[config.mk]
export PLATFORM = sky130hd
export DESIGN_NAME = powlib_sfifo_flat
export DESIGN_NICKNAME = d
export VERILOG_FILES = /design/src/rtl/powlib_sfifo_if.sv /design/src/rtl/powlib_sfifo.sv /design/src/flat_wrapper.sv
export SDC_FILE = /design/constraint.sdc
export NUM_CORES = 1
export LEC_CHECK = 0
export CORE_MARGIN = 2
export CORE_UTILIZATION = 55
export DETAILED_ROUTE_END_ITERATION = 10
export PLACE_DENSITY = 0.82
export SLEW_MARGIN = 25
export SYNTH_ARGS = -nofsm -noshare
export SYNTH_HDL_FRONTEND = slang
export SYNTH_SLANG_ARGS = --single-unit
[constraint.sdc]
create_clock -name clk -period 7.3 [get_ports clk]
set_clock_uncertainty 0.2 [all_clocks]
set_input_delay 1.095 -clock clk [delete_from_list [all_inputs] [get_ports clk]]
set_output_delay 1.095 -clock clk [all_outputs]
set_load 0.01 [all_outputs]
[src/rtl/powlib_sfifo_if.sv]
// Write/read valid-ready handshake bundle for powlib_sfifo.
// The slave modport is the FIFO side; the master modport is the producer/consumer side.
interface powlib_sfifo_if #(
    parameter int W = 32
);
    logic [W-1:0] wrdata;
    logic         wrvld;
    logic         wrrdy;
    logic [W-1:0] rddata;
    logic         rdvld;
    logic         rdrdy;

    modport master (output wrdata, wrvld, rdrdy, input wrrdy, rddata, rdvld);
    modport slave  (input wrdata, wrvld, rdrdy, output wrrdy, rddata, rdvld);
endinterface

[src/rtl/powlib_sfifo.sv]
// Single-clock FIFO: D-entry array plus one registered read stage (D+1 words total).
// Define POWLIB_SFIFO_ALMOST_EN to add the afull/aempty outputs driven from cnt.
module powlib_sfifo #(
    parameter int W  = 32,
    parameter int D  = 4,
    parameter int AF = D - 1,
    parameter int AE = 1
) (
    input  logic                   clk,
    input  logic                   rst_n,
    powlib_sfifo_if.slave          bus,
    output logic [$clog2(D+2)-1:0] cnt
`ifdef POWLIB_SFIFO_ALMOST_EN
    ,
    output logic                   afull,
    output logic                   aempty
`endif
);
    localparam int AW = $clog2(D);
    localparam int PW = AW + 1;
    localparam int CW = $clog2(D + 2);

    logic [W-1:0]  mem [D];
    logic [PW-1:0] wrptr, rdptr, ramcnt;
    logic [W-1:0]  rddata_q;
    logic          rdvld_q;
    logic          wrrdy, wr, iss, pop;

    // Pointers carry an extra wrap bit so full (D) and empty (0) differ.
    assign ramcnt = wrptr - rdptr;
    assign wrrdy  = (ramcnt != PW'(D));
    assign wr     = bus.wrvld & wrrdy;
    assign iss    = (ramcnt != '0) & (!rdvld_q | bus.rdrdy);
    assign pop    = rdvld_q & bus.rdrdy;

    assign bus.wrrdy  = wrrdy;
    assign bus.rdvld  = rdvld_q;
    assign bus.rddata = rddata_q;

    // Array is never reset; stale entries become unreachable once pointers clear.
    always_ff @(posedge clk) begin
        if (wr) mem[wrptr[AW-1:0]] <= bus.wrdata;
    end

    always_ff @(posedge clk or negedge rst_n) begin
        if (!rst_n) begin
            wrptr    <= '0;
            rdptr    <= '0;
            rdvld_q  <= 1'b0;
            rddata_q <= '0;
            cnt      <= '0;
        end else begin
            if (wr) wrptr <= wrptr + 1'b1;
            if (iss) begin
                rddata_q <= mem[rdptr[AW-1:0]];
                rdvld_q  <= 1'b1;
                rdptr    <= rdptr + 1'b1;
            end else if (bus.rdrdy) begin
                rdvld_q  <= 1'b0;
            end
            cnt <= cnt + CW'(wr) - CW'(pop);
        end
    end

`ifdef POWLIB_SFIFO_ALMOST_EN
    assign afull  = (int'(cnt) >= AF);
    assign aempty = (int'(cnt) <= AE);
`endif
endmodule

[src/flat_wrapper.sv]
// flat-port wrapper written by rule: the top's interface ports become plain ports
module powlib_sfifo_flat 
#(
    parameter int W  = 32,
    parameter int D  = 4,
    parameter int AF = D - 1,
    parameter int AE = 1
)
  (clk, rst_n, cnt, bus_wrdata, bus_wrvld, bus_rdrdy, bus_wrrdy, bus_rddata, bus_rdvld);
  powlib_sfifo_if #(.W(W)) bus_i ();
  input  logic clk;
  input  logic rst_n;
  output logic [$clog2(D+2)-1:0] cnt;
  input wire logic [$bits(bus_i.wrdata)-1:0] bus_wrdata;
  input wire logic [$bits(bus_i.wrvld)-1:0] bus_wrvld;
  input wire logic [$bits(bus_i.rdrdy)-1:0] bus_rdrdy;
  output wire logic [$bits(bus_i.wrrdy)-1:0] bus_wrrdy;
  output wire logic [$bits(bus_i.rddata)-1:0] bus_rddata;
  output wire logic [$bits(bus_i.rdvld)-1:0] bus_rdvld;
  assign bus_i.wrdata = bus_wrdata;
  assign bus_i.wrvld = bus_wrvld;
  assign bus_i.rdrdy = bus_rdrdy;
  assign bus_wrrdy = bus_i.wrrdy;
  assign bus_rddata = bus_i.rddata;
  assign bus_rdvld = bus_i.rdvld;
  powlib_sfifo #(.W(W), .D(D), .AF(AF), .AE(AE)) u_core (.clk(clk), .rst_n(rst_n), .bus(bus_i), .cnt(cnt));
endmodule
[Word level (Yosys, flattened, before mapping)]
Memories as Yosys holds them, arrays and structs flattened. A register that Yosys moved wholly into a read port is not among the register bits.
Index checks and enable logic that the tools add are counted.
W data, S select, Z words.
Storage, ports and cells
  bits of input ports: 36
  memories: 1
  output and inout port bits: 37
  word-level logic and storage cells: 23
  RAM bits: 128
  register bits: 10
Memories
  u_core.mem: depth 4, width 32, rd ports 1, clocked after memory_dff 1, wr ports 1, RTL line powlib_sfifo.sv:23  | logic [W-1:0] mem [D];
Cells by class
  reduce and logical (&&, ||, !) cells: 4
  eq/ne operators: 1
  bitwise logic cells: 4
  multiplexer cells: 4
  $add $sub $neg: 5
Operators with widths (number)
  $add A3 B1 Y3 const B: 2
  $mux W1: 4
  $add A3 B1 Y3: 1
  $and A1 B1 Y1: 3
  $ne A3 B3 Y1 const B: 1
  $reduce_bool A3 Y1: 1
  $sub A3 B1 Y3: 1
  $sub A3 B3 Y3: 1
  $logic_not A1 Y1: 2
  $reduce_bool A2 Y1: 1
  $or A1 B1 Y1: 1

[Longest topological paths before layout]
Gate-level depths: netlist (run 1).
  word-level depth: 5
  gate-level depth with buffers: 12
  depth with buffers taken out: 10

[Least setup slack after synthesis (run 1)]
Ideal clock, no wire load.
  kind: register -> register
  start: register u_core.rdptr[1]
  end: memory u_core.mem[3][0] (enable)
  data required time: 6.656 ns
  arrival time: 3.279 ns
  path buffers: 2
  setup time: 0.444 ns
  cell stages (with the launch flop): 8
  clock period less this slack: 3.923 ns
  path slack: 3.377 ns
  path through: dfrtp_1 -> clkbuf_1 -> buf_1 -> inv_1 -> ha_1 -> nor2b_1 -> xnor2_2 -> a31oi_1
On the way
  cells in the longest elaborated chain, start to end: 5
RTL lines
  start, declared: RTL line powlib_sfifo.sv:24  | logic [PW-1:0] wrptr, rdptr, ramcnt;
  start signal, assigned: RTL line powlib_sfifo.sv:57  | rdptr <= rdptr + 1'b1;
  $sub A3 B3 Y3: RTL line powlib_sfifo.sv:30  | assign ramcnt = wrptr - rdptr;
  $ne A3 B3 Y1: RTL line powlib_sfifo.sv:31  | assign wrrdy = (ramcnt != PW'(D));
  $and A1 B1 Y1: RTL line powlib_sfifo.sv:32  | assign wr = bus.wrvld & wrrdy;
  $mux W1: RTL line powlib_sfifo.sv:42  | if (wr) mem[wrptr[AW-1:0]] <= bus.wrdata;
  $mux W1 (implied by the code): RTL line powlib_sfifo.sv:42
  end, declared: RTL line powlib_sfifo.sv:23
No other way between the ends.

[Final worst setup path (run 1)]
  start: register u_core.rdptr[1]
  end: output port bus_wrrdy
On the way
  cells in the longest elaborated chain, start to end: 2
RTL lines
  $sub A3 B3 Y3: RTL line powlib_sfifo.sv:30
  $ne A3 B3 Y1: RTL line powlib_sfifo.sv:31
  end, declared: RTL line flat_wrapper.sv:17  | output wire logic [$bits(bus_i.wrrdy)-1:0] bus_wrrdy;
No other way between the ends.

==> results of run 1 <==
==> cells by family after synthesis <==
logic type / synth area share (%)
fa+ha+maj: 2.06
flops: 76.1
xor+xnor: 1.21
mux: 17.4
buf+inv: 1.54
simple gates: 0.895
compound gates: 0.798
==> report_power, final <==
part | switching [mW] | internal [mW]
sequential | 0.155 | 1.37
clock | 0.352 | 0.510
combinational | 0.552 | 0.673
==> through the flow <==
step	setup WS, ns	utilization (%)	hold slack [ns]	instance area (µm²)	std cells
after floorplan	3.38	-	0.262	6430	288
after global placement	3.69	63.9	0.259	7300	495
after detailed placement	3.64	63.9	0.274	7300	495
after CTS	3.19	68.9	0.287	7870	527
after global routing	3.06	69.0	0.311	7880	527
final	3.25	69.0	0.282	7880	527
==> routing by layer <==
layer / share of wire (%) / routed length [µm] / track usage, % / up-vias
li1: - / - / - / 1307
met1: 43 / 4830 / 25.2 / 1523
met2: 52 / 5830 / 31.6 / 88
met3: 4.5 / 513 / 5.51 / 10
met4: 1.2 / 136 / 7.15 / 0
met5: 0 / 0 / 0 / -
==> area by class of cell <==
type	instances	area, µm²
Sequential cell	170	4900
Fill cell	738	3540
Multi-Input combinational cell	99	1460
Timing Repair Buffer	75	741
Clock buffer	20	447
Tap cell	143	179
Clock inverter	12	125
Inverter	8	30.0
==> final timing paths <==
kind | startpoint | to | slack [ns]
min in group asynchronous | rst_n | u_core.bus.rddata[16]$_DFFE_PN0P_ | 0.49
min | u_core.cnt[2]$_DFF_PN0_ | u_core.cnt[2]$_DFF_PN0_ | 0.28
max reg2reg | u_core.rdptr[1]$_DFFE_PN0P_ | u_core.mem[2][28]$_DFFE_PP_ | 3.93
max in group asynchronous | rst_n | u_core.rdptr[1]$_DFFE_PN0P_ | 5.96
min reg2reg | u_core.cnt[2]$_DFF_PN0_ | u_core.cnt[2]$_DFF_PN0_ | 0.28
max | u_core.rdptr[1]$_DFFE_PN0P_ | bus_wrrdy | 3.25
==> flip-flops by register name (all words and copies together) (netlist names) <==
signal,count
u_core.mem,128
u_core.cnt,3
u_core.bus.rdvld,1
u_core.bus.rddata,32
u_core.rdptr,3
u_core.wrptr,3
==> placed cells by master, fill, tap and decap left out, drive strengths merged <==
master	instances
mux2	34
nor2	1
edfxtp	128
and2	4
nor2b	1
nand2	3
xor2	1
o21ai	1
xnor2	7
dfrtp	42
inv	8
o211ai	1
fa	1
nand3	1
bufinv	2
clkdlybuf4s50	71
ha	9
a31oi	2
clkinvlp	2
clkinv	8
nand2b	1
buf	4
clkbuf	20
mux4	32
==> critical path, delay by kind of cell (launching register included) <==
kind / cells / cell delay [ns]
xor gates and xnor gates: 1 / 0.25
adders and majority gates: 1 / 0.23
buffers and inverters: 2 / 0.60
DFF: 1 / 0.92
and+or+nand+nor: 2 / 0.33
==> metrics.txt, run 1 <==
Crit Path Max Fanout=35; crit path cell chain=inv_1 -> ha_1 -> nor2b_1 -> xnor2_2 -> nand3_1 -> clkdlybuf4s50_1; number of buffers on the longest clock path=2; outcome=finished clean; synth warn=0; Die X=between 100 and 150 µm; post-DP HPWL=6390 µm; synthesized area=6430 µm²; initial antenna violation count=0; CTS H-tree depth=4; Clock Latency Late Sink=0.42 ns; fmax=~250 MHz; cells after synthesis=288; GRT Resource Usage Total=19.3%; Setup-failing EPs final=0; register area share after synthesis=76.1%; hold crit path type=reg2reg; Hold Vio Cnt, Final=0; Leak=approximately 2.8 nW; CP endpoint kind=output port; TritonCTS Sinks=between 150 and 200; Synth cell types=25; Seq cells post-synth=170; RSZ-0062 raised after global routing=no; initial core utilization=between 50% and 60%; Post-synth ARST share=about a quarter; R2R cell count=6; fraction of layout cells with a size suffix above 1=28.1%; Design Power=3.61 mW; CTS clk-pin slew, worst paths=0.07 ns; hold_buf cts=0; Final Slew Violations=0; kind of start point of the critical path=flip-flop; per-cell routed wire length=21.5 µm; Setup TNS Final=0 ns; # rows=39; hold path cells=1; Die Y-Extent=112 µm; Routed Antenna Nets=0; count leader, synth=edfxtp_1; P&R area growth vs syn=22.5%; Post-synth top cells=128 x edfxtp_1, 42 x dfrtp_1, 32 x mux4_2, 30 x mux2_2, 9 x ha_1; critical path required time=about 6.0 ns; post_cts resized=0; CP max stage cell=dfrtp_2; # DRC=0; Net Count, Synth=334; CTS tree=done; Main synth FF type=edfxtp_1; average via count per standard cell=5.56; CTS Buf Count=17; # IOs=73; 1st-iter DRT viols=approximately 170; Slew @ Worst Pin=around 0.9 ns; PwrDens=459 nW/µm²; Initial DRT Pass Iterations=4; Core Region=roughly 11000 µm²; period utilisation layout=55.5%; final WL=11300 µm; vias in the first global route=3156; Worst Path Arrival=about 2.8 ns; top-area cell type share of the netlist area=between 50% and 60%; number of synthesized flops with an enable pin=between 100 and 150; via count=2928; Congestion Overflow GR=0; n_diodes=0; critical path type=reg2out; largest net degree at the start of global routing=43; Root Driver=clkbuf_16; CP peak stage delay=slightly above 0.9 ns; syn_area_per_cell=around 22 µm²; Worst slew margin=40.2%; first-pass GRT wire length=17900 µm; NumNets Final=around 420; VDD IR max=0.284 mV; # port buffers=72; Routability Congestion=0.713; largest cells by area after synthesis=edfxtp_1 60%, dfrtp_1 16%, mux4_2 11%, mux2_2 5.3%, ha_1 1.8%; die area=12600 µm²; post-CTS setup buffer count=0; min Tclk post-route=4.05 ns; post-synth top area cell=edfxtp_1; total of max-cap violations=0
No activity file was read; power rests on OpenSTA's default activity.
==> run 2, diff against run 1 <==
--- a/config.mk
+++ b/config.mk
@@ -6,9 +6,9 @@
 export NUM_CORES = 1
 export LEC_CHECK = 0
 export CORE_MARGIN = 2
-export CORE_UTILIZATION = 55
+export CORE_UTILIZATION = 50
 export DETAILED_ROUTE_END_ITERATION = 10
-export PLACE_DENSITY = 0.82
+export PLACE_DENSITY = 0.79
 export SLEW_MARGIN = 25
 export SYNTH_ARGS = -nofsm -noshare
 export SYNTH_HDL_FRONTEND = slang
==> constraint.sdc (replaced) <==
create_clock -name clk -period 3.35 [get_ports clk]
set_clock_uncertainty 0.2 [all_clocks]
set_input_delay 0.5025 -clock clk [delete_from_list [all_inputs] [get_ports clk]]
set_output_delay 0.5025 -clock clk [all_outputs]
set_load 0.01 [all_outputs]
==> metrics.txt, run 2 (synthesized netlist as in run 1, its figures left out) <==
Worst slew margin=45.2% (was 40.2%); CP endpoint kind=output port (unchanged); RSZ-0062 raised after global routing=no (unchanged); Setup TNS Final=0 ns (unchanged); number of buffers on the longest clock path=2 (unchanged); 1st-iter DRT viols=109 (was 166); CTS Buf Count=17 (unchanged); final WL=10900 µm (was 11300 µm); Crit Path Max Fanout=6 (was 35); Die Y-Extent=117 µm (was 112 µm); first-pass GRT wire length=17300 µm (was 17900 µm); Congestion Overflow GR=0 (unchanged); Clock Latency Late Sink=0.41 ns (was 0.42 ns); P&R area growth vs syn=24.6% (was 22.5%); Buffers & Inverters on Critical Path=2 (unchanged); per-cell routed wire length=19.4 µm (was 21.5 µm); most common cell after layout, fill and taps aside=edfxtp_1 (unchanged); Worst Path Arrival=2.35 ns (was 2.75 ns); # rows=41 (was 39); final design utilization=63.8% (was 69.0%); post-place setup slack=0.301 ns (was 3.64 ns); period utilisation layout=approximately nine tenths; kind of start point of the critical path=flip-flop (unchanged); largest net degree at the start of global routing=35 (was 43); CTS tree=done (unchanged); Setup WS post-layout=0.301 ns (was 3.25 ns); Routed Antenna Nets=0 (unchanged); Top delay family on crit path=buffers and inverters (was flip-flops); Hold Vio Cnt, Final=31 (was 0); Setup-failing EPs final=0 (unchanged); CTS H-tree depth=4 (unchanged); post-DP HPWL=6100 µm (was 6390 µm); Routability Congestion=0.729 (was 0.713); Root Driver=clkbuf_16 (unchanged); n_diodes=0 (unchanged); Reg2Reg Launch Point=u_core.wrptr[0]$_DFFE_PN0P_ (was u_core.rdptr[1]$_DFFE_PN0P_); critical path type=reg2out (unchanged); Hold WS=-0.0146 ns (was 0.282 ns); area post-placement=7370 µm² (was 7300 µm²); VDD IR max=0.483 mV (was 0.284 mV); vias in the first global route=3285 (was 3156); die area=13800 µm² (was 12600 µm²); post-CTS setup buffer count=0 (unchanged); Final Slew Violations=0 (unchanged); PwrDens=1000 nW/µm² (was 459 nW/µm²); min Tclk post-route=3.05 ns; worst r2r dst=u_core.bus.rddata[13]$_DFFE_PN0P_ (was u_core.mem[2][28]$_DFFE_PP_); CP peak stage delay=0.50 ns (was 0.92 ns); GRT Resource Usage Total=17.1% (was 19.3%); # DRC=0 (unchanged); # port buffers=72 (unchanged); critical path required time=2.65 ns (was 6.00 ns); CP max stage cell=clkdlybuf4s50_1 (was dfrtp_2); placed cells=529 (was 495); # IOs=73 (unchanged); fmax=~330 MHz; initial core utilization=51.2% (was 56.3%); average via count per standard cell=5.17 (was 5.56); Leak=2.82 nW (was 2.77 nW); crit path cell chain=inv_1 -> ha_1 -> nor2b_1 -> xnor2_2 -> nand3_1 -> clkdlybuf4s50_1 (unchanged); post_cts resized=0 (unchanged); CTS clk-pin slew, worst paths=0.06 ns (was 0.07 ns); outcome=finished with violations (was finished clean); hold_buf cts=0 (unchanged); Initial DRT Pass Iterations=4 (unchanged); Layout Cells excl Fill=562 (was 527); R2R cell count=7 (was 6); hold crit path type=in2async (was reg2reg); Slew @ Worst Pin=0.822 ns (was 0.898 ns); commonest non-fill, non-tap cells in the layout=128 x edfxtp_1, 71 x clkdlybuf4s50_1, 40 x dfrtp_1 (unchanged); via count=2907 (was 2928); initial antenna violation count=0 (unchanged); NumNets Final=423 (was 417); FF-to-FF setup slack=0.69 ns (was 3.93 ns); fraction of layout cells with a size suffix above 1=28.5% (was 28.1%); Design Power=8.03 mW (was 3.61 mW); flip-flop count of the largest register after layout=128 (unchanged); Core Region=12600 µm² (was 11400 µm²); failing checks=negative hold slack; TritonCTS Sinks=170 (unchanged); design area=8020 µm² (was 7880 µm²); Die X=117 µm (was 112 µm); total of max-cap violations=0 (unchanged)
[run 2: cell count changes in the layout (fill, tap and decap cells not counted), sizes merged]
cell,before,now
clkinvlp,2,1
clkinv,8,3
bufinv,2,4
buf,4,10
clkbuf,20,24
[run 2: report_power, final]
part / switching [mW] / leakage [nW] / internal (mW)
clock network: 0.719 / 0.296 / 1.28
registers: 0.241 / 1.66 / 2.98
logic: 1.29 / 0.869 / 1.52
[run 2: cell type report]
| cell class | instances | area, µm² |
|---|---|---|
| Fill cell | 861 | 4550 |
| Clock buffer | 24 | 472 |
| Tap cell | 172 | 215 |
| Clock inverter | 8 | 141 |
| Timing Repair Buffer | 81 | 803 |
| Sequential cell | 170 | 4900 |
| Multi-Input combinational cell | 99 | 1460 |
| Inverter | 8 | 30.0 |
[run 2: routing by layer]
| metal | routed length, µm | share of wire, % | global-route usage, % | vias to the layer above |
|---|---|---|---|---|
| met1 | 4780 | 44 | 21.3 | 1510 |
| met2 | 5520 | 51 | 28.0 | 64 |
| li1 | - | - | - | 1317 |
| met4 | 185 | 1.7 | 8.21 | 0 |
| met3 | 427 | 3.9 | 4.77 | 16 |
| met5 | 0 | 0 | 0 | - |
[run 2: how the worst max path moves through the flow]
stage	to	cells past startpoint	slack, ns	startpoint
floorplan	u_core.mem[3][0]$_DFFE_PP_	7	0.10	u_core.rdptr[1]$_DFFE_PN0P_
global placement	u_core.bus.rddata[0]$_DFFE_PN0P_	7	0.46	u_core.wrptr[0]$_DFFE_PN0P_
detailed placement	u_core.bus.rddata[0]$_DFFE_PN0P_	7	0.30	u_core.wrptr[0]$_DFFE_PN0P_
CTS	bus_wrrdy	6	0.26	u_core.wrptr[0]$_DFFE_PN0P_
global route	bus_wrrdy	6	0.14	u_core.wrptr[0]$_DFFE_PN0P_
finish	bus_wrrdy	6	0.30	u_core.wrptr[0]$_DFFE_PN0P_
[run 2: worst reg2reg max path: cells and delay by family (launching register included)]
kind | cells | cell delay [ns]
muxes | 1 | 0.34
AOI/OAI and AO/OA | 1 | 0.56
adders and majority gates | 1 | 0.18
xor gates and xnor gates | 1 | 0.19
DFF | 1 | 0.41
and+or+nand+nor | 1 | 0.23
buffers and inverters | 2 | 0.43
==> run 3, diff against run 2 <==
--- a/config.mk
+++ b/config.mk
@@ -5,10 +5,11 @@
 export SDC_FILE = /design/constraint.sdc
 export NUM_CORES = 1
 export LEC_CHECK = 0
+export ABC_CLOCK_PERIOD_IN_PS = 3800
 export CORE_MARGIN = 2
-export CORE_UTILIZATION = 50
+export CORE_UTILIZATION = 55
 export DETAILED_ROUTE_END_ITERATION = 10
-export PLACE_DENSITY = 0.79
+export PLACE_DENSITY = 0.82
 export SLEW_MARGIN = 25
 export SYNTH_ARGS = -nofsm -noshare
 export SYNTH_HDL_FRONTEND = slang
==> constraint.sdc (replaced) <==
create_clock -name clk -period 3.8 [get_ports clk]
set_clock_uncertainty 0.2 [all_clocks]
set_input_delay 0.57 -clock clk [delete_from_list [all_inputs] [get_ports clk]]
set_output_delay 0.57 -clock clk [all_outputs]
set_load 0.01 [all_outputs]
==> metrics.txt, run 3 (synthesized netlist as in run 1, its figures left out) <==
outcome=finished clean (was finished with violations); n_diodes=0 (unchanged); initial core utilization=56.3% (was 51.2%); TritonCTS Sinks=170 (unchanged); die area=12600 µm² (was 13800 µm²); filler instances=723 (was 861); commonest non-fill, non-tap cells in the layout=128 x edfxtp_1, 71 x clkdlybuf4s50_1, 40 x dfrtp_1 (unchanged); design area=7930 µm² (was 8020 µm²); # IOs=73 (unchanged); Setup TNS Final=0 ns (unchanged); RSZ-0062 raised after global routing=no (unchanged); FF-to-FF setup slack=1.14 ns (was 0.69 ns); GRT Resource Usage Total=19.7% (was 17.1%); fraction of layout cells with a size suffix above 1=29.5% (was 28.5%); vias in the first global route=3240 (was 3285); critical path required time=3.03 ns (was 2.65 ns); PwrDens=867 nW/µm² (was 1000 nW/µm²); Die X=112 µm (was 117 µm); Clock Latency Late Sink=0.42 ns (was 0.41 ns); Setup-failing EPs final=0 (unchanged); # port buffers=72 (unchanged); Final Slew Violations=0 (unchanged); # DRC=0 (unchanged); post-place setup slack=1.12 ns (was 0.301 ns); Die Y-Extent=112 µm (was 117 µm); first-pass GRT wire length=18000 µm (was 17300 µm); largest net degree at the start of global routing=35 (unchanged); critical path type=reg2out (unchanged); most common cell after layout, fill and taps aside=edfxtp_1 (unchanged); number of buffers on the longest clock path=2 (unchanged); initial antenna violation count=0 (unchanged); Root Driver=clkbuf_16 (unchanged); placed cells=503 (was 529); post-DP HPWL=6970 µm (was 6100 µm); fmax=327 MHz; Hold Vio Cnt, Final=0 (was 31); average via count per standard cell=5.60 (was 5.17); Hold WS=0.286 ns (was -0.0146 ns); Initial DRT Pass Iterations=4 (unchanged); # rows=39 (was 41); Design Power=6.88 mW (was 8.03 mW); Worst Path Arrival=2.29 ns (was 2.35 ns); CTS clk-pin slew, worst paths=0.06 ns (about the same); per-cell routed wire length=20.9 µm (was 19.4 µm); CTS Buf Count=17 (unchanged); Crit Path Max Fanout=6 (unchanged); CP endpoint kind=output port (unchanged); NumNets Final=426 (was 423); CTS tree=done (unchanged); area post-placement=7370 µm² (about the same); via count=2999 (was 2907); Leak=2.81 nW (was 2.82 nW); min Tclk post-route=about 3.1 ns; Routed Antenna Nets=0 (unchanged); Setup WS post-layout=0.744 ns (was 0.301 ns); 1st-iter DRT viols=152 (was 109); Core Region=11400 µm² (was 12600 µm²); flip-flop count of the largest register after layout=128 (unchanged); total of max-cap violations=0 (unchanged); final WL=11200 µm (was 10900 µm); Sequential Area=4900 µm² (unchanged); period utilisation layout=about four fifths; hold crit path type=reg2reg (was in2async); P&R area growth vs syn=23.3% (was 24.6%); kind of start point of the critical path=flip-flop (unchanged); Routability Congestion=0.724 (was 0.729); Worst slew margin=55.6% (was 45.2%); VDD IR max=0.561 mV (was 0.483 mV); Slew @ Worst Pin=0.666 ns (was 0.822 ns); final design utilization=69.4% (was 63.8%); CTS H-tree depth=4 (unchanged); multi-input logic area=1460 µm² (unchanged); Congestion Overflow GR=0 (unchanged); Layout Cells excl Fill=536 (was 562)
run 3: worst max-delay path, stage by stage, from the launching register on:
cell	delay, ns
dfrtp_1	0.38
inv_1	0.11
ha_1	0.18
nor2b_1	0.15
xnor2_2	0.41
nand3_1	0.15
clkdlybuf4s50_1	0.50
run 3: worst paths after layout:
kind,start,to,cells past startpoint
max in group asynchronous,rst_n,u_core.bus.rddata[6]$_DFFE_PN0P_,3
worst max-delay path,u_core.wrptr[0]$_DFFE_PN0P_,bus_wrrdy,6
worst max register to register,u_core.wrptr[0]$_DFFE_PN0P_,u_core.cnt[2]$_DFF_PN0_,10
worst min register to register,u_core.cnt[2]$_DFF_PN0_,u_core.cnt[2]$_DFF_PN0_,1
worst min-delay path,u_core.cnt[2]$_DFF_PN0_,u_core.cnt[2]$_DFF_PN0_,1
min in group asynchronous,rst_n,u_core.bus.rddata[3]$_DFFE_PN0P_,2
run 3: per-layer routing:
metal | GRT usage, % | share of wire (%)
met2 | 30.0 | 53
met1 | 26.7 | 40
met4 | 8.13 | 0.66
met3 | 6.37 | 6.6
met5 | 0 | 0
run 3: where the power goes:
group | leakage [nW] | internal (mW) | switching [mW] | total [mW]
combinational | 0.881 | 1.34 | 1.13 | 2.47
sequential | 1.66 | 2.62 | 0.213 | 2.84
clock | 0.267 | 0.909 | 0.657 | 1.57
total | 2.81 | 4.88 | 2.00 | 6.88
run 3: what timing repair did:
action / in CTS / in global routing
hold buffers: 1 / 0
setup buffers: 0 / 0
endpoints found under the hold margin: 23 / 0
resized for setup: 0 / 0
run 3: layout make-up:
class	instances	share of cell area [%]
Sequential cell	170	61.8
Multi-Input combinational cell	99	18.4
Timing Repair Buffer	84	10.4
Clock buffer	19	5.59
Tap cell	143	2.26
Clock inverter	13	1.31
Inverter	8	0.379
